--- config.mk ---
export PLATFORM = sky130hd
export DESIGN_NAME = periph_arbiter
export DESIGN_NICKNAME = d
export VERILOG_FILES = /design/src/rtl/periph_arbiter.sv
export SDC_FILE = /design/constraint.sdc
export NUM_CORES = 1
export LEC_CHECK = 0
export ABC_AREA = 1
export ABC_CLOCK_PERIOD_IN_PS = 1400
export BUFFER_PORTS_ARGS = -buffer_cell sky130_fd_sc_hd__buf_2
export CORE_MARGIN = 3
export CORE_UTILIZATION = 42
export CTS_CLUSTER_SIZE = 16
export DETAILED_ROUTE_END_ITERATION = 16
export PLACE_DENSITY = 0.76
export RECOVER_POWER = 100
export SETUP_SLACK_MARGIN = 0.2
export SKIP_LAST_GASP = 1
export SLEW_MARGIN = 20
export SYNTH_ARGS = -nofsm -noshare
export SYNTH_HDL_FRONTEND = slang
export SYNTH_SLANG_ARGS = --single-unit
--- constraint.sdc ---
create_clock -name clk -period 1.4 [get_ports clk]
set_input_delay 0 -clock clk [delete_from_list [all_inputs] [get_ports clk]]
set_output_delay 0 -clock clk [all_outputs]
set_load 0.02 [all_outputs]
--- src/rtl/periph_arbiter.sv ---
// Round-robin arbiter sharing the peripheral_io command port.
// One transaction in flight, 4-phase handshake, per-phase timeout.
module periph_arbiter #(
  parameter int N_REQ   = 2,
  parameter int TIMEOUT = 255
) (
  input  logic                 clk,
  input  logic                 reset,
  input  logic [N_REQ-1:0]     req_valid,
  input  logic [16*N_REQ-1:0]  req_cmd,
  input  logic [16*N_REQ-1:0]  req_word,
  output logic [N_REQ-1:0]     done,
  output logic                 err,
  output logic [15:0]          rdata,
  output logic                 busy,
  output logic [2:0]           grant_idx,
  output logic [15:0]          p_cmd,
  output logic [15:0]          p_word,
  output logic                 p_request,
  input  logic                 p_response,
  input  logic [15:0]          p_keycode
);

  localparam int CW = $clog2(TIMEOUT + 1);

  typedef enum logic [1:0] {
    S_IDLE,
    S_ISSUE,
    S_RELEASE,
    S_DONE
  } state_t;

  state_t          state, state_n;
  logic [2:0]      ptr;
  logic [2:0]      gnt;
  logic            found;
  logic [7:0]      vpad;
  logic [127:0]    cmd_pad;
  logic [127:0]    word_pad;
  logic [CW-1:0]   cnt;
  logic            tmo;
  logic            err_flag;

  logic            ld_grant;
  logic            cap;
  logic            clr_rdata;
  logic            req_clr;
  logic            cnt_inc;
  logic            set_err;

  assign vpad     = 8'(req_valid);
  assign cmd_pad  = 128'(req_cmd);
  assign word_pad = 128'(req_word);
  assign tmo      = (cnt == CW'(TIMEOUT - 1));
  assign busy     = (state != S_IDLE);
  assign err      = (state == S_DONE) && err_flag;

  // First valid requester scanning upward from the one after ptr
  always_comb begin
    gnt   = ptr;
    found = 1'b0;
    for (int k = 1; k <= N_REQ; k++) begin
      if (!found && vpad[3'((int'(ptr) + k) % N_REQ)]) begin
        found = 1'b1;
        gnt   = 3'((int'(ptr) + k) % N_REQ);
      end
    end
  end

  // Done pulse decoded onto the granted requester's bit
  always_comb begin
    for (int i = 0; i < N_REQ; i++) begin
      done[i] = (state == S_DONE) && (grant_idx == 3'(i));
    end
  end

  // State register
  always_ff @(posedge clk) begin
    if (reset) state <= S_IDLE;
    else       state <= state_n;
  end

  // Next-state and datapath controls
  always_comb begin
    state_n   = state;
    ld_grant  = 1'b0;
    cap       = 1'b0;
    clr_rdata = 1'b0;
    req_clr   = 1'b0;
    cnt_inc   = 1'b0;
    set_err   = 1'b0;
    unique case (state)
      S_IDLE: begin
        if (|req_valid) begin
          ld_grant = 1'b1;
          state_n  = S_ISSUE;
        end
      end
      S_ISSUE: begin
        if (p_response) begin
          cap     = 1'b1;
          req_clr = 1'b1;
          state_n = S_RELEASE;
        end else if (tmo) begin
          req_clr   = 1'b1;
          set_err   = 1'b1;
          clr_rdata = 1'b1;
          state_n   = S_DONE;
        end else begin
          cnt_inc = 1'b1;
        end
      end
      S_RELEASE: begin
        if (!p_response) begin
          state_n = S_DONE;
        end else if (tmo) begin
          set_err = 1'b1;
          state_n = S_DONE;
        end else begin
          cnt_inc = 1'b1;
        end
      end
      S_DONE: begin
        state_n = S_IDLE;
      end
      default: begin
        state_n = S_IDLE;
      end
    endcase
  end

  // Grant, peripheral port, capture, counter and error flag
  always_ff @(posedge clk) begin
    if (reset) begin
      ptr       <= 3'(N_REQ - 1);
      grant_idx <= 3'd0;
      p_cmd     <= 16'h0000;
      p_word    <= 16'h0000;
      p_request <= 1'b0;
      rdata     <= 16'h0000;
      cnt       <= '0;
      err_flag  <= 1'b0;
    end else begin
      if (ld_grant) begin
        ptr       <= gnt;
        grant_idx <= gnt;
        p_cmd     <= cmd_pad[{gnt, 4'b0000} +: 16];
        p_word    <= word_pad[{gnt, 4'b0000} +: 16];
        p_request <= 1'b1;
      end else if (req_clr) begin
        p_request <= 1'b0;
      end
      if (cap)            rdata <= p_keycode;
      else if (clr_rdata) rdata <= 16'h0000;
      if (state_n != state) cnt <= '0;
      else if (cnt_inc)     cnt <= cnt + CW'(1);
      if (set_err)              err_flag <= 1'b1;
      else if (state == S_DONE) err_flag <= 1'b0;
    end
  end

endmodule
==> impl_metrics.yaml, run 1 <==
clock_network:
  cts_tree: "built"
  cts_made_buffers: 9
  cts_buffer_depth: 2
  root_buffer: "clkbuf_8"
  clk_pin_slew_ns: 0.09
  cts_max_level: 3
  cts_num_sinks: 64
  clk_latency_ns: 0.35
worst_setup_path:
  max_stage_delay_ns: 0.42
  worstPathRequired_ns: 1.66
  worstPathArrival_ns: 1.95
  worst_path_max_delay_cell: "dfxtp_4"
  critPathLaunchType: "flop"
  crit_chain: "inv_8 -> ha_4 -> a21boi_4 -> nand2_4 -> nor2_4 -> nand2_1 -> nand2_1 -> nand2_1 -> inv_2 -> nor2_4"
  critical_path_class: "reg2reg"
  cpMostUsedCell: "nand2_1"
  setup.worst_path.end_class: "flop"
  crit_fanout: 5
yosys:
  synth_top_area_share_pct: 42.5
  synthFlopType: "dfxtp_1"
  yosysTopAreaCell: "dfxtp_1"
  yosysWarnings: 0
  synth.area.top_cells: "dfxtp_1, nand2_1, o211ai_1"
  synthDistinctLibCells: 23
  synthCells: 425
  synthArstFlopShare_pct: 0
  synth_seq_cells: 64
  netlist_area_sq_um: 3020
  syn_nets: 518
  synth_most_common_cell: "nand2_1"
  synth_edf_count: 0
  synth_commonest_cells: "nand2_1, dfxtp_1, inv_1, nand3_1, o211ai_1"
  syn-mean-instance-area_sq_um: 7.10
  yosysSeqAreaShare_pct: 42.5
power_and_ir_drop:
  p_sw_share_pct: 35.7
  p_clk_share_pct: 25.1
  power.internal_mw: 3.58
  p_seq_share_pct: 37.7
  vdd_ir_drop_max_mv: 0.937
  p_leak_nw: 2.67
  netSwitchingPower_mw: 1.99
  total_power_mw: 5.57
  pwr-share-comb_pct: 37.2
  pwr_density_cell_nw_per_um2: 978
sta:
  fin_crit_sh_pct: 121
  clock.fmax_mhz: 592
  setup_viol: 65
  finalCriticalPeriod_ns: 1.69
  fin_ws_ns: -0.289
  drv_slew: 0
  rsz0062_at_grt: "yes"
  fin_skew_ns: 0.0211
  slew_headroom_pct: 64.5
  hold_viol: 0
  tightest_slew_ns: 0.529
detailed_routing:
  drtPass1Iterations: 6
  via_per_inst: 5.43
  avgRoutedWirePerCell_microns: 19.6
  drt_wl_total_microns: 14700
  ant_nets: 0
  drc: 0
  drt_iter0_drc: 293
  vias: 4079
global_routing:
  grt.overflow.total: 0
  grt_pass1_vias: 3869
  grt_start_max_net_pins: 28
  grt_util_all_layers_pct: 29.2
  antenna_found_initial: 0
  grt_first_pass_wirelength_microns: 19300
die:
  initial_utilization_pct: 43.9
  die_y_microns: 90.8
  io-pin-count: 141
  die_x_microns: 90.8
  coreArea_sq_um: 6870
  fp-row-count: 30
  dieArea_sq_um: 8240
layout:
  antenna_cells: 0
  multi_input_area_sq_um: 1990
  final_cells: 751
  ff_latch_area_sq_um: 1290
  final_nets: 745
  area_growth_pct: 88.9
  n_fill_cell: 372
  drive_gt1_share_pct: 43.1
hold_path:
  hold_path_class: "in2reg"
place:
  dp_cells: 661
  io_buffers: 140
  dp.final_hpwl_microns: 6060
  gp_congestion: 0.827
job:
  max_cap_violations: 0
outcome:
  status: "finished with violations"
  violations: "negative setup slack"
worst max-delay path, delay by kind of cell, from the launching register on:
family | cells | cell delay [ns]
flops | 1 | 0.42
compound gates | 1 | 0.22
buf+inv | 2 | 0.13
simple gates | 6 | 0.54
fa+ha+maj | 1 | 0.26
layout make-up:
class	instances	area share (%)
flip-flops and latches	64	22.7
multi-input cells	275	34.9
inverters	64	4.59
repair inverters	1	0.132
clock inverters	4	0.395
repair buffers	237	32.8
well taps	96	2.11
clock buffers	10	2.41
power by group through the flow:
stage / clock (mW) / combinational (mW) / sequential [mW]
3_5_place_dp: 0 / 1.28 / 2.10
6_report: 1.40 / 2.07 / 2.10
4_1_cts: 1.38 / 1.80 / 2.07
2_1_floorplan: 0 / 0.654 / 2.29
3_3_place_gp: 0 / 1.25 / 2.10
5_1_grt: 1.49 / 2.18 / 2.11
per-stage QoR:
step / worst slack, ns / utilization [%] / hold slack [ns] / setup TNS (ns) / area [sq um]
2_1_floorplan: -0.0377 / - / 0.0691 / -0.231 / 3250
3_3_place_gp: -0.101 / 60.2 / 0.254 / -0.461 / 4130
3_5_place_dp: -0.136 / 60.2 / 0.261 / -1.00 / 4130
4_1_cts: -0.0765 / 78.3 / 0.000308 / -1.79 / 5380
5_1_grt: -0.336 / 83.0 / 0.0271 / -10.22 / 5700
6_report: -0.289 / 83.0 / 0.00977 / -8.66 / 5700
kinds of logic after synthesis:
family,Yosys count,share of synthesized area [%]
DFF,64,42.5
adders and majority gates,8,3.32
buffers and inverters,86,11.3
AOI/OAI and AO/OA,61,13.1
xor gates and xnor gates,5,1.45
and+or+nand+nor,201,28.4
sequential cells by signal (all words and copies together) (netlist names):
name,count
p_word,16
ptr,1
rdata,16
p_cmd,16
p_request,1
err_flag,1
state,2
grant_idx,3
cnt,8
final timing paths:
path          startpoint        end  slack (ns)  cells after the start
max             state[1]     cnt[6]       -0.29                     10
min          req_cmd[31]  p_cmd[15]        0.01                      5
max reg2reg     state[1]     cnt[6]       -0.29                     10
min reg2reg     p_cmd[0]   p_cmd[0]        0.49                      2
cell usage in the layout (no fill, tap or decap), types with 2 or more instances in the layout:
master,count
dfxtp_2,2
dlygate4sd3_1,38
a21oi_1,6
nand2_4,24
clkinv_2,3
nand2_1,97
inv_1,55
dfxtp_1,60
xor2_1,4
dfxtp_4,2
nor2_1,8
ha_4,6
buf_16,10
clkbuf_16,2
a21oi_2,15
buf_4,26
nand3_1,12
ha_1,2
clkbuf_8,10
clkinvlp_4,3
o21ai_1,2
a21oi_4,2
nand2_2,17
nor2_2,5
nor2_4,9
nand3_4,3
buf_12,8
inv_2,4
buf_6,16
clkbuf_1,52
o211ai_1,33
nand3_2,23
buf_2,84
timing repair:
item                                   4_1_cts  5_1_grt
gates cloned                                10        2
setup endpoints to repair                   64       68
setup buffers                               19        7
resized for setup                           74       75
endpoints found under the hold margin       33        0
pin swaps                                   35       21
hold buffers                                38        0
routing by layer:
metal | wire, microns | vias up | track usage, % | share of wire, %
li1 | - | 1804 | - | -
met4 | 992 | 0 | 13.8 | 6.7
met2 | 7280 | 280 | 51.5 | 49
met3 | 1360 | 90 | 9.25 | 9.2
met5 | 0 | - | 0 | 0
met1 | 5110 | 1905 | 31.6 | 35
Power figures use the tool's default switching activity.
==> run 2: changes to the inputs <==
--- a/config.mk
+++ b/config.mk
@@ -15,7 +15,6 @@
 export PLACE_DENSITY = 0.76
 export RECOVER_POWER = 100
 export SETUP_SLACK_MARGIN = 0.2
-export SKIP_LAST_GASP = 1
 export SLEW_MARGIN = 20
 export SYNTH_ARGS = -nofsm -noshare
 export SYNTH_HDL_FRONTEND = slang
==> constraint.sdc (replaced) <==
create_clock -name clk -period 1.4 [get_ports clk]
set_input_delay 0 -clock clk [delete_from_list [all_inputs] [get_ports clk]]
set_output_delay 0 -clock clk [all_outputs]
set_load 0.005 [all_outputs]
==> impl_metrics.yaml, run 2 (synthesis gave the netlist of run 1 again) <==
outcome:
  status: "finished with violations"
  violations: "negative setup slack"
power_and_ir_drop:
  p_sw_share_pct: 31.0
  pwr_density_cell_nw_per_um2: 1010
  p_leak_nw: 2.63
  pwr-share-comb_pct: 29.5
  p_seq_share_pct: 38.0
  p_clk_share_pct: 32.5
  power.internal_mw: 3.77
  total_power_mw: 5.47
  vdd_ir_drop_max_mv: 0.663
  netSwitchingPower_mw: 1.70
worst_setup_path:
  critical_path_class: "reg2reg"
  critPathLaunchType: "flop"
  max_stage_delay_ns: 0.38
  rr_startpoint: "state[0]"
  crit_chain: "inv_6 -> ha_4 -> inv_4 -> nor2_4 -> buf_12 -> clkbuf_16 -> nand3_2 -> o211ai_1 -> inv_1"
  r2r_cells: 9
  crit_start: "state[0]"
  reg2reg_slack_ns: -0.15
  setup.worst_path.end_class: "flop"
  worstPathArrival_ns: 1.79
  critical_path.endpoint: "p_cmd[8]"
  reg2reg_to: "p_cmd[8]"
  crit_fanout: 8
  worst_path_max_delay_cell: "dfxtp_4"
  worstPathRequired_ns: 1.64
sta:
  fin_ws_ns: -0.152
  clock.fmax_mhz: 644
  hold_viol: 0
  finalCriticalPeriod_ns: 1.55
  slew_headroom_pct: 71.4
  setup_tns_ns: -1.67
  tightest_slew_ns: 0.426
  setup_viol: 34
  fin_crit_sh_pct: 111
  rsz0062_at_grt: "yes"
  drv_slew: 0
  fin_skew_ns: 0.0165
die:
  dieArea_sq_um: 8240
  coreArea_sq_um: 6870
  die_x_microns: 90.8
  io-pin-count: 141
  die_y_microns: 90.8
  initial_utilization_pct: 43.9
  fp-row-count: 30
detailed_routing:
  drc: 0
  drt_wl_total_microns: 12000
  drt_iter0_drc: 146
  drtPass1Iterations: 5
  vias: 3839
  via_per_inst: 5.11
  avgRoutedWirePerCell_microns: 16.0
  ant_nets: 0
place:
  dp_cells: 662
  dp.final_hpwl_microns: 5830
  gp_congestion: 0.838
  io_buffers: 140
  place_ws_ns: -0.181
clock_network:
  clk_latency_ns: 0.35
  cts_num_sinks: 64
  cts_tree: "built"
  cts_made_buffers: 9
  cts_buffer_depth: 2
  cts_max_level: 3
  root_buffer: "clkbuf_8"
  clk_pin_slew_ns: 0.08
layout:
  final_nets: 742
  area_growth_pct: 79.2
  n_fill_cell: 469
  reg_top3: "p_cmd x16, p_word x16, rdata x16"
  multi_input_area_sq_um: 1760
  layout_common_cells: "nand2_1, buf_2, dfxtp_1"
  layout_commonest_cell: "nand2_1"
  final_cells: 752
  drive_gt1_share_pct: 36.4
  ff_latch_area_sq_um: 1290
global_routing:
  grt_util_all_layers_pct: 24.7
  grt_pass1_vias: 3664
  grt_first_pass_wirelength_microns: 16800
  antenna_found_initial: 1
  grt.overflow.total: 0
  grt_start_max_net_pins: 33
hold_path:
  hold_path_class: "in2reg"
job:
  max_cap_violations: 0
## run 2: layer usage
metal / track usage, % / up-vias / wire, microns
met4: 11.2 / 0 / 503
met1: 26.8 / 1775 / 4570
met3: 8.08 / 49 / 1050
met2: 43.5 / 216 / 5930
met5: 0 / - / 0
li1: - / 1799 / -
## run 2: worst min-delay path by stage
stage / from / end / slack, ns / cells past startpoint
after floorplan: reset / rdata[13] / 0.07 / 1
after global placement: p_keycode[4] / rdata[4] / 0.25 / 3
after detailed placement: p_keycode[12] / rdata[12] / 0.26 / 3
after CTS: req_word[1] / p_word[1] / 0.0001 / 5
after global routing: req_word[31] / p_word[15] / 0.01 / 5
final: req_word[31] / p_word[15] / 0.005 / 5
## run 2: final cells by class
cell class	count	share of cell area [%]
inverters	64	4.77
multi-input cells	275	32.6
diodes	2	0.0925
clock buffers	9	2.29
well taps	96	2.22
repair buffers	235	32.4
clock inverters	7	1.78
flip-flops and latches	64	23.9
## run 2: critical path: cells and delay by family (launching register included)
| family | cells | cell delay, ns |
|---|---|---|
| adder cells (fa/ha/maj) | 1 | 0.14 |
| buffers and inverters | 5 | 0.55 |
| AND/OR/NAND/NOR | 2 | 0.22 |
| AO/OA/AOI/OAI | 1 | 0.14 |
| flip-flops | 1 | 0.38 |
## run 2: power by group through the flow
stage	Sequential, mW	Combinational [mW]	Clock, mW
3_5_place_dp	2.10	1.08	0
5_1_grt	2.09	1.73	1.87
6_report	2.08	1.61	1.78
2_1_floorplan	2.12	0.636	0
3_3_place_gp	2.10	1.05	0
4_1_cts	2.06	1.35	1.79
## run 2: per-stage QoR
stage          hold slack, ns  instance area [sq um]  util, %
6_report              0.00481                   5410     78.7
5_1_grt                0.0139                   5410     78.7
4_1_cts              0.000100                   5130     74.6
3_5_place_dp            0.256                   4110     59.8
3_3_place_gp            0.253                   4110     59.8
2_1_floorplan          0.0691                   3220        -
## run 2: timing repair
action,CTS,global route
resized for setup,26,45
endpoints found under the setup margin,65,67
setup buffers,6,2
cloned,3,7
hold buffers,54,0
endpoints found under the hold margin,42,0
pin swaps,11,21
